### src/rtl/tick_pkg.sv
// Shared constants for the tick generator and its decade stages.
package tick_pkg;

  localparam int unsigned DEC_W      = 4;
  localparam int unsigned DEC_MAX    = 9;
  localparam int unsigned MIN_PERIOD = 2;

endpackage

### src/rtl/decade_stage.sv
// One divide-by-10 stage: a 0..9 counter stepped by adv, zeroed by clr.
module decade_stage
  import tick_pkg::*;
(
  input  logic             clk5,
  input  logic             reset_n,
  input  logic             clr,
  input  logic             adv,
  output logic [DEC_W-1:0] count,
  output logic             carry
);

  // carry marks the terminal count; the next stage ANDs it with this stage's advance
  assign carry = (count == DEC_W'(DEC_MAX));

  always_ff @(posedge clk5 or negedge reset_n) begin
    if (!reset_n) begin
      count <= '0;
    end else if (clr) begin
      count <= '0;
    end else if (adv) begin
      count <= carry ? '0 : count + DEC_W'(1);
    end
  end

endmodule

### src/rtl/tick_generator.sv
// Programmable prescaler followed by N_DEC cascaded decade stages; emits
// one-cycle tick pulses at period_reg * 10^k cycles.
module tick_generator
  import tick_pkg::*;
#(
  parameter int unsigned CNT_W          = 19,
  parameter int unsigned DEFAULT_PERIOD = 500000,
  parameter int unsigned N_DEC          = 2
) (
  input  logic             clk5,
  input  logic             reset_n,
  input  logic             enable,
  input  logic             clear,
  input  logic             load,
  input  logic [CNT_W-1:0] period_in,
  output logic [N_DEC:0]   tick,
  output logic             load_err
);

  logic [CNT_W-1:0] count;
  logic [CNT_W-1:0] period_reg;
  logic             load_ok;
  logic             restart;
  logic             at_end;

  // A rejected load behaves as if load were low, so counting continues untouched
  assign load_ok = load & (period_in >= CNT_W'(MIN_PERIOD));
  assign restart = clear | load_ok;
  assign at_end  = (count == (period_reg - CNT_W'(1)));
  assign tick[0] = enable & ~restart & at_end;

  always_ff @(posedge clk5 or negedge reset_n) begin
    if (!reset_n) begin
      count      <= '0;
      period_reg <= CNT_W'(DEFAULT_PERIOD);
      load_err   <= 1'b0;
    end else begin
      load_err <= load & ~load_ok;
      if (load_ok) begin
        period_reg <= period_in;
      end
      if (restart) begin
        count <= '0;
      end else if (enable) begin
        count <= at_end ? '0 : count + CNT_W'(1);
      end
    end
  end

  for (genvar k = 1; k <= N_DEC; k++) begin : g_dec
    logic [DEC_W-1:0] dec_count_unused;
    logic             dec_carry;

    decade_stage u_stage (
      .clk5    (clk5),
      .reset_n (reset_n),
      .clr     (restart),
      .adv     (tick[k-1]),
      .count   (dec_count_unused),
      .carry   (dec_carry)
    );

    assign tick[k] = tick[k-1] & dec_carry;
  end

endmodule

### config.mk
export PLATFORM = sky130hd
export DESIGN_NAME = tick_generator
export DESIGN_NICKNAME = d
export VERILOG_FILES = /design/src/rtl/tick_pkg.sv /design/src/rtl/decade_stage.sv /design/src/rtl/tick_generator.sv
export SDC_FILE = /design/constraint.sdc
export NUM_CORES = 1
export LEC_CHECK = 0
export ABC_AREA = 1
export CORE_ASPECT_RATIO = 0.6
export CORE_UTILIZATION = 44
export CTS_CLUSTER_DIAMETER = 60
export DETAILED_ROUTE_END_ITERATION = 7
export GPL_TIMING_DRIVEN = 0
export MAX_ROUTING_LAYER = met4
export PLACE_DENSITY_LB_ADDON = 0.12
export SLEW_MARGIN = 25
export SYNTH_ARGS = -nofsm -noshare
export SYNTH_HDL_FRONTEND = slang
export SYNTH_SLANG_ARGS = --single-unit
### constraint.sdc
create_clock -name clk5 -period 3.4 [get_ports clk5]
set_input_delay 0.85 -clock clk5 [delete_from_list [all_inputs] [get_ports clk5]]
set_output_delay 0.85 -clock clk5 [all_outputs]
set_load 0.01 [all_outputs]
# [After elaboration in Yosys (flattened, before gate mapping)]
# Cells that the tools add are included.
[classes] add_sub_neg=4 mul=0 div=0 n_lt_le_gt_ge=1 n_eq_ne=3 shifts=0 n_mux=9 bitwise=9 reduce_logical=3
[op_table] operator="19-bit 2-to-1 mux" n=3
[op_table] operator="4-bit 2-to-1 mux" n=6
[op_table] operator="19-bit by 1-bit adder with 19-bit output (second input constant)" n=1
[op_table] operator="19-bit equality test" n=1
[op_table] operator="19-bit by 2-bit greater-or-equal comparator with 1-bit output (second input constant)" n=1
[op_table] operator="19-bit by 1-bit subtractor with 19-bit output (second input constant)" n=1
[op_table] operator="4-bit by 1-bit adder with 4-bit output (second input constant)" n=2
[op_table] operator="4-bit equality test (second input constant)" n=2
[op_table] operator="1-bit AND" n=6
[op_table] operator="2-bit nonzero test" n=3
[op_table] operator="1-bit inverter" n=2
[op_table] operator="1-bit bitwise OR" n=1
[totals] reg_bits=47 latchBits=0 ram_bits=0 rom_bits=0 input_bits=24 elab_cells=34 mem_count=0

# [Depth between registers and ports, before layout]
# Gate-level depths: netlist of run 1.
[logic_depth] ltp_word=9 mapped_depth=17 depth_no_buf=17

# [By module]
# Synthesis of run 1 repeated with hierarchy kept, for this count alone.
[hier_totals] cells_unflattened=543 hier_area_um2=3575.9
[by_module_without_submodules] module="tick_generator" instances=1 cells_each=465 area_per_inst_um2=3042.9 seq_area_each_um2=984.7
[by_module_without_submodules] module="decade_stage" instances=2 cells_each=39 area_per_inst_um2=266.5 seq_area_each_um2=100.1

# [Worst setup path after synthesis of run 1]
# Ideal clock, no wire load.
[synth_timing] path_type="in2out" start="input period_in[9]" end="output tick[2]" t_arrival_ns=2.080 setup_slack_ns=0.470 path_stages=9 cell_sequence="nor2_1 nand3_1 nor3_1 nand3_1 nand2_2 nand2_2 nor2_4 nand4_4 nor2_1"
[synth_via] elab_chain_cells=8
[synth_rtl] item="start, declared" line_no="tick_generator.sv:15" rtl="input logic [CNT_W-1:0] period_in,"
[synth_rtl] item="19-bit by 2-bit greater-or-equal comparator with 1-bit output" line_no="tick_generator.sv:27" rtl="assign load_ok = load & (period_in >= CNT_W'(MIN_PERIOD));"
[synth_rtl] item="1-bit AND" line_no="tick_generator.sv:27"
[synth_rtl] item="1-bit bitwise OR" line_no="tick_generator.sv:28" rtl="assign restart = clear | load_ok;"
[synth_rtl] item="1-bit inverter" line_no="tick_generator.sv:30" rtl="assign tick[0] = enable & ~restart & at_end;"
[synth_rtl] item="1-bit AND (2 in a row)" line_no="tick_generator.sv:30"
[synth_rtl] item="1-bit AND (2 in a row)" line_no="tick_generator.sv:63" rtl="assign tick[k] = tick[k-1] & dec_carry;"
[synth_rtl] item="end, declared" line_no="tick_generator.sv:16" rtl="output logic [N_DEC:0] tick,"
# No other way between the ends.

# [Final worst setup path of run 1]
[layout_timing] start="input period_in[6]" end="output tick[1]"
[layout_via] elab_chain_cells=7
[layout_rtl] item="19-bit by 2-bit greater-or-equal comparator with 1-bit output" line_no="tick_generator.sv:27"
[layout_rtl] item="1-bit AND" line_no="tick_generator.sv:27"
[layout_rtl] item="1-bit bitwise OR" line_no="tick_generator.sv:28"
[layout_rtl] item="1-bit inverter" line_no="tick_generator.sv:30"
[layout_rtl] item="1-bit AND (2 in a row)" line_no="tick_generator.sv:30"
[layout_rtl] item="1-bit AND" line_no="tick_generator.sv:63"
# No other way between the ends.

==> results of run 1 <==
==> per-stage QoR <==
stage          cells  cell area (um^2)  hold WS (ps)  setup WS (ps)  setup TNS [ps]
4_1_cts          658              4420           519           24.4               0
3_3_place_gp     621              3980           500           -931           -2700
2_1_floorplan    486              3570           481            470               0
5_1_grt          664              4500           525        -0.0249         -0.0249
3_5_place_dp     621              3970           509           -946           -2750
6_report         664              4500           506           66.5               0
==> layer usage <==
layer | global-route usage (%) | share of wire (%) | vias to the layer above
li1 | - | - | 1673
met1 | 35.3 | 54 | 1514
met2 | 34.2 | 40 | 63
met3 | 5.10 | 4.3 | 8
met4 | 6.84 | 1.1 | 0
met5 | - | 0 | -
==> cell usage after synthesis, types with 3 or more instances <==
library cell	count	area, um^2
xor2_1	19	166
a21oi_1	8	40.0
nand2_2	6	37.5
xnor2_1	13	114
dfrtp_1	40	1000
nor3_1	4	20.0
nand4_1	8	50.1
nor2_4	7	78.8
clkbuf_1	3	11.3
nand3b_1	5	37.5
o21ai_0	15	75.1
nor4_1	3	18.8
dfstp_2	7	184
nor2_2	7	43.8
nand2_1	132	495
o22ai_2	10	125
ha_1	6	75.1
nor2_8	3	60.1
nand3_1	44	220
nand2_4	4	45.0
mux2_2	5	56.3
inv_1	64	240
nor2_1	52	195
==> report_power, final <==
| group | switching (W) | internal (W) | leakage [nW] |
|---|---|---|---|
| logic | 0.000153 | 0.000116 | 1.48 |
| clock network | 0.000223 | 0.000366 | 0.0868 |
| registers | 0.0000349 | 0.000588 | 0.603 |
==> repair_timing <==
action | in CTS | in global routing
buffers inserted | 30 | 6
gates resized for setup | 32 | 13
endpoints found under the setup margin | 3 | 4
endpoints found under the hold margin | 0 | 0
pin swaps | 12 | 8
==> cell usage in the layout, fill, tap and decap left out, types with 3 or more instances in the layout <==
master	count
inv_1	62
mux2_2	5
clkbuf_1	3
buf_4	36
xnor2_1	13
nand4_1	8
nor2_2	9
clkbuf_16	5
buf_6	4
nand2_1	132
nor2_4	8
inv_2	3
o22ai_2	10
nand3_1	41
nand2_2	4
buf_2	3
clkdlybuf4s50_1	15
a21oi_1	8
dlymetal6s2s_1	3
dlygate4sd2_1	5
nor2_8	3
nor2_1	49
dfstp_2	7
nand2_4	6
o21ai_0	14
nand3_2	3
nand3b_1	5
dfrtp_1	40
ha_1	5
xor2_1	19
nor3_1	3
==> worst reg2reg max path, cell delays in order, from the launching register on <==
cell,delay [ps]
dfrtp_1,400
buf_4,150
nor2_4,170
nand2_4,120
nor2_8,190
nand2_1,90
xor2_1,280
nand2_1,80
nor2_1,120
nand3_1,80
nor2_1,260
inv_1,160
nand3_1,110
nand2_1,50
==> kinds of logic after synthesis <==
group,after synthesis,synth area share (%)
AO/OA/AOI/OAI,35,7.08
AND/OR/NAND/NOR,283,39.2
multiplexers,5,1.58
adder cells (fa/ha/maj),6,2.10
XOR/XNOR,32,7.85
flip-flops,47,33.2
buffers and inverters,78,8.97
==> final cells by class <==
cell class              instances  area, um^2  share of cell area, %
plain buffers                   8        47.5                   1.06
multi-input cells             361        2140                   47.6
flip-flops and latches         47        1180                   26.3
well taps                     108         135                   3.00
clock inverters                 2        35.0                  0.778
repair buffers                 63         544                   12.1
clock buffers                   6         139                   3.09
inverters                      69         272                   6.03
==> worst paths after layout <==
check / slack [ps] / cells past startpoint / to
min: 510 / 2 / period_reg[16]
min reg2reg: 510 / 2 / period_reg[16]
min in group asynchronous: 560 / 1 / g_dec[1].u_stage.count[0]
max reg2reg: 1020 / 13 / count[15]
max: 70 / 11 / tick[1]
max in group asynchronous: 2410 / 1 / count[10]
==> metrics.md, run 1 <==
| Metric | Value |
|---|---|
| Setup crit start kind | input pin |
| Layout cell share with drive strength beyond 1 | 22.3% |
| Fill count | ~720 |
| Crit path launch | period_in[6] |
| Final Hold Fails | 0 |
| Critical Path RT | 2550 ps |
| Ys flop type | dfrtp_1 |
| Max clock buf depth | 2 |
| Post-DRT Antenna Nets | 0 |
| Via density | 4.91 |
| Post-synthesis area per instance | 7.35 um^2 |
| Final net count | 585 |
| Worst setup EP type | output pin |
| Vias in the first global route | between 3000 and 4000 |
| Outcome | complete, no violations |
| Pwr Density | 329 nW/um^2 |
| Total power | between 0.001 and 0.0015 W |
| GRT Total Usage | about 24% |
| Htree depth | 2 |
| Fin util | about 57% |
| Area Overhead vs Synth | 26.1% |
| Drt pass-1 iters | 5 |
| Die X | ~120 um |
| IO Count | 28 |
| TritonCTS buffer count | 5 |
| Hold path startpoint | period_reg[16] |
| FF+latch count, synth | 47 |
| Seq/Total Area, Yosys | 33.2% |
| Final Max Slew Viols | 0 |
| HP Class | reg -> reg |
| Rows | 25 |
| Post-synth ARST share | 100% |
| Max_slew headroom | roughly 58% |
| Synth warn | 0 |
| Pin count of the biggest net entering global routing | 48 |
| Final worst-path cycle share | 98.0% |
| DR iter-0 viols | 212 |
| Clock sinks | 47 |
| Routed vias | 3258 |
| Worst path cell trace | clkdlybuf4s50_1, nor4_4, nand3_2, nand2_4, nand2_4, nor2_4, buf_6, nand4_4, clkinv_4, buf_4, buf_6 |
| Initial Util | 45.5% |
| Final setup fails | 0 |
| Min Clock Period, post-route | ~3300 ps |
| Die ar. | 8490 um^2 |
| First-pass GRT wire length | 15400 um |
| Max Clk Rate | 300 MHz |
| Worst path max stage delay | around 460 ps |
| CP max stage cell | clkdlybuf4s50_1 |
| Cell family with most CP delay | buffers and inverters |
| Crit-path max FO | 4 |
| Unrepaired setup endpoints after global routing | yes |
| Max-Cap Viols | 0 |
| GRT Residual Overflow | 0 |
| Worst VDD drop | approximately 0.24 mV |
| Leakage Power | 2.17 nW |
| Worst R2R Start | period_reg[1] |
| CTS tree | done |
| Setup CP Type | in -> out |
| Clock skew | 3.80 ps |
| Cts hold-fix bufs | 0 |
| Post-Syn Area | 3570 um^2 |
| Die Ht | 71.8 um |
| Reg clk slew, reported paths | 60 ps |
| IO buf count | 27 |
| Root Buffer | clkbuf_16 |
| Critical path buffers and inverters | 5 |
| Initial antenna violation count | 0 |
| Critical Path AT | 2480 ps |
| WL/cell | 13.8 um |
| Cell variety after synth | 38 |
| Detailed-route DRC error count | 0 |
| Post-Syn Nets | 516 |
| Drt total wl | 9190 um |
| Tightest Pin Transition | 629 ps |
| Routability Congestion | between 0.9 and 1 |
| DP HPWL | 6890 um |
| Core Region | 7850 um^2 |
| Post-synth EDFFs | 0 |
| Antenna fix cells | 0 |
| Insertion delay to the later sink of the worst-skew pair | 300 ps |
| Synth Instances | 486 |
Note: power is estimated with default switching activity, not from simulation.
==> run 2, diff against run 1 <==
CORE_MARGIN = 3   (was default)
==> metrics.md, run 2 (same netlist as run 1, synthesis figures left out) <==
| Metric | Value |
|---|---|
| Drt pass-1 iters | 5 |
| Area Overhead vs Synth | 23.9% |
| Sw Pwr | 0.000419 W |
| Routability Congestion | 0.936 |
| Drt total wl | around 9600 um |
| Worst path max stage delay | 410 ps |
| Max Clk Rate | 304 MHz |
| Total power | 0.00139 W |
| IO Count | 28 |
| Core Region | approximately 7600 um^2 |
| Most frequent cells in the layout | 132 x nand2_1, 63 x inv_1, 50 x nor2_1 |
| PnR worst setup slack | between 100 and 150 ps |
| Pint | 0.000969 W |
| Clock share of power | between 30% and 40% |
| Vias in the first global route | 3118 |
| Worst path cell trace | clkdlybuf4s50_1, inv_1, nand3_1, nor2_1, nand3_2, nand2_4, nand2_4, nor2_4, buf_6, nand4_4, nor2_1, buf_2 |
| Critical Path RT | around 2600 ps |
| Setup crit start kind | input pin |
| IO buf count | 27 |
| Insertion delay to the later sink of the worst-skew pair | approximately 300 ps |
| CTS tree | done |
| Root Buffer | clkbuf_16 |
| Cell family with most CP delay | simple AND/OR/NAND/NOR gates |
| Placed cell areas | 3970 um^2 |
| Initial antenna violation count | 0 |
| Max clock buf depth | 2 |
| Detailed-route DRC error count | 0 |
| Final worst-path cycle share | between 90% and 100% |
| Routed vias | 3293 |
| Final setup fails | 0 |
| HP Class | reg -> reg |
| Net Sw Frac | 30.2% |
| Clock sinks | 47 |
| WL/cell | 14.6 um |
| Combinational fraction of design power | 18.9% |
| Final Hold Fails | 0 |
| Final Max Slew Viols | 0 |
| Via density | 5.03 |
| Tightest Pin Transition | 621 ps |
| Leakage Power | 2.14 nW |
| Die X | 122 um |
| GRT Residual Overflow | 0 |
| Outcome | complete, no violations |
| Worst VDD drop | 0.176 mV |
| Unrepaired setup endpoints after global routing | no |
| Cts hold-fix bufs | 0 |
| Fin Hold WS | 519 ps |
| Critical path buffers and inverters | 4 |
| Die Ht | 75.8 um |
| Worst slack at placement | -937 ps |
| Die ar. | 9270 um^2 |
| Antenna fix cells | 0 |
| Final instance area | 4420 um^2 |
| Final net count | 580 |
| Layout cell share with drive strength beyond 1 | about a fifth |
| Setup CP Type | in -> out |
| Pin count of the biggest net entering global routing | 48 |
| Min Clock Period, post-route | ~3300 ps |
| Clock skew | around 4 ps |
| Htree depth | 2 |
| Pwr Density | 314 nW/um^2 |
| CP max stage cell | clkdlybuf4s50_1 |
| Max-Cap Viols | 0 |
| Most common cell after layout, fill and taps aside | nand2_1 |
| Initial Util | 47.2% |
| DR iter-0 viols | 230 |
| Fill count | 715 |
| Reg clk slew, reported paths | 70 ps |
| Worst setup EP type | output pin |
| Crit-path max FO | 3 |
| Max_slew headroom | 58.6% |
| GRT Total Usage | about 23% |
| TritonCTS buffer count | 5 |
| Sequential Power Share | about 45% |
| Rows | 24 |
| Post-DRT Antenna Nets | 0 |
| DP HPWL | 7030 um |
| First-pass GRT wire length | between 15000 and 20000 um |
| Critical Path AT | around 2400 ps |
[run 2: cell types whose count changed in the layout (fill, tap and decap cells not counted), sizes merged]
cell and change:
dlymetal6s2s +2, dlygate4sd2 -2, bufinv -1, clkbuf -1, buf -5, clkinvlp +2
[run 2: worst paths after layout]
| path | from | end | slack [ps] | cells after the start |
|---|---|---|---|---|
| setup / recovery | period_in[1] | tick[2] | 110 | 12 |
| max in group asynchronous | reset_n | count[10] | 2420 | 1 |
| hold / removal | period_reg[17] | period_reg[17] | 520 | 2 |
| hold reg to reg | period_reg[17] | period_reg[17] | 520 | 2 |
| setup reg to reg | period_reg[3] | count[15] | 1040 | 12 |
| min in group asynchronous | reset_n | period_reg[3] | 560 | 1 |
[run 2: metrics by stage]
step                TNS, ps  cells  util, %
detailed placement    -2700    617     52.4
CTS                       0    654     57.7
global placement      -2660    617     52.5
global route              0    655     58.4
floorplan                 0    486        -
finish                    0    655     58.4
[run 2: layout make-up]
cell class | instances | area (um^2) | share of cell area [%]
clock inverter | 3 | 20.0 | 0.453
multi-input combinational | 361 | 2130 | 48.1
buffer | 8 | 47.5 | 1.08
inverter | 69 | 272 | 6.14
sequential | 47 | 1180 | 26.8
clock buffer | 5 | 125 | 2.83
timing repair buffer | 58 | 514 | 11.6
tap | 104 | 130 | 2.94
[run 2: worst min-delay path: cells and delay by family, from the launching register on]
kind	cells	cell delay [ps]
flops	1	380
compound gates	1	70
simple gates	1	60
[run 2: power by group through the flow]
stage / combinational (W) / sequential, W / clock [W]
after global placement: 0.000225 / 0.000631 / 0
final: 0.000262 / 0.000622 / 0.000504
after detailed placement: 0.000228 / 0.000631 / 0
after CTS: 0.000255 / 0.000621 / 0.000513
after global routing: 0.000292 / 0.000626 / 0.000539
after floorplan: 0.000154 / 0.000621 / 0
[run 2: timing repair]
| item | 4_1_cts | 5_1_grt |
|---|---|---|
| setup endpoints to repair | 3 | 3 |
| pin swaps | 9 | 9 |
| resized for setup | 27 | 12 |
| setup buffers | 30 | 1 |
| hold endpoints to repair | 0 | 0 |
[run 2: routing by layer]
layer  share of wire (%)  wire [um]  vias up  GRT usage [%]
met1                  53       5070     1554           33.6
met5                   0          0        -              -
met4                0.95         91        0           5.46
met3                 5.1        492        7           4.45
met2                  41       3920       71           33.3
li1                    -          -     1661              -
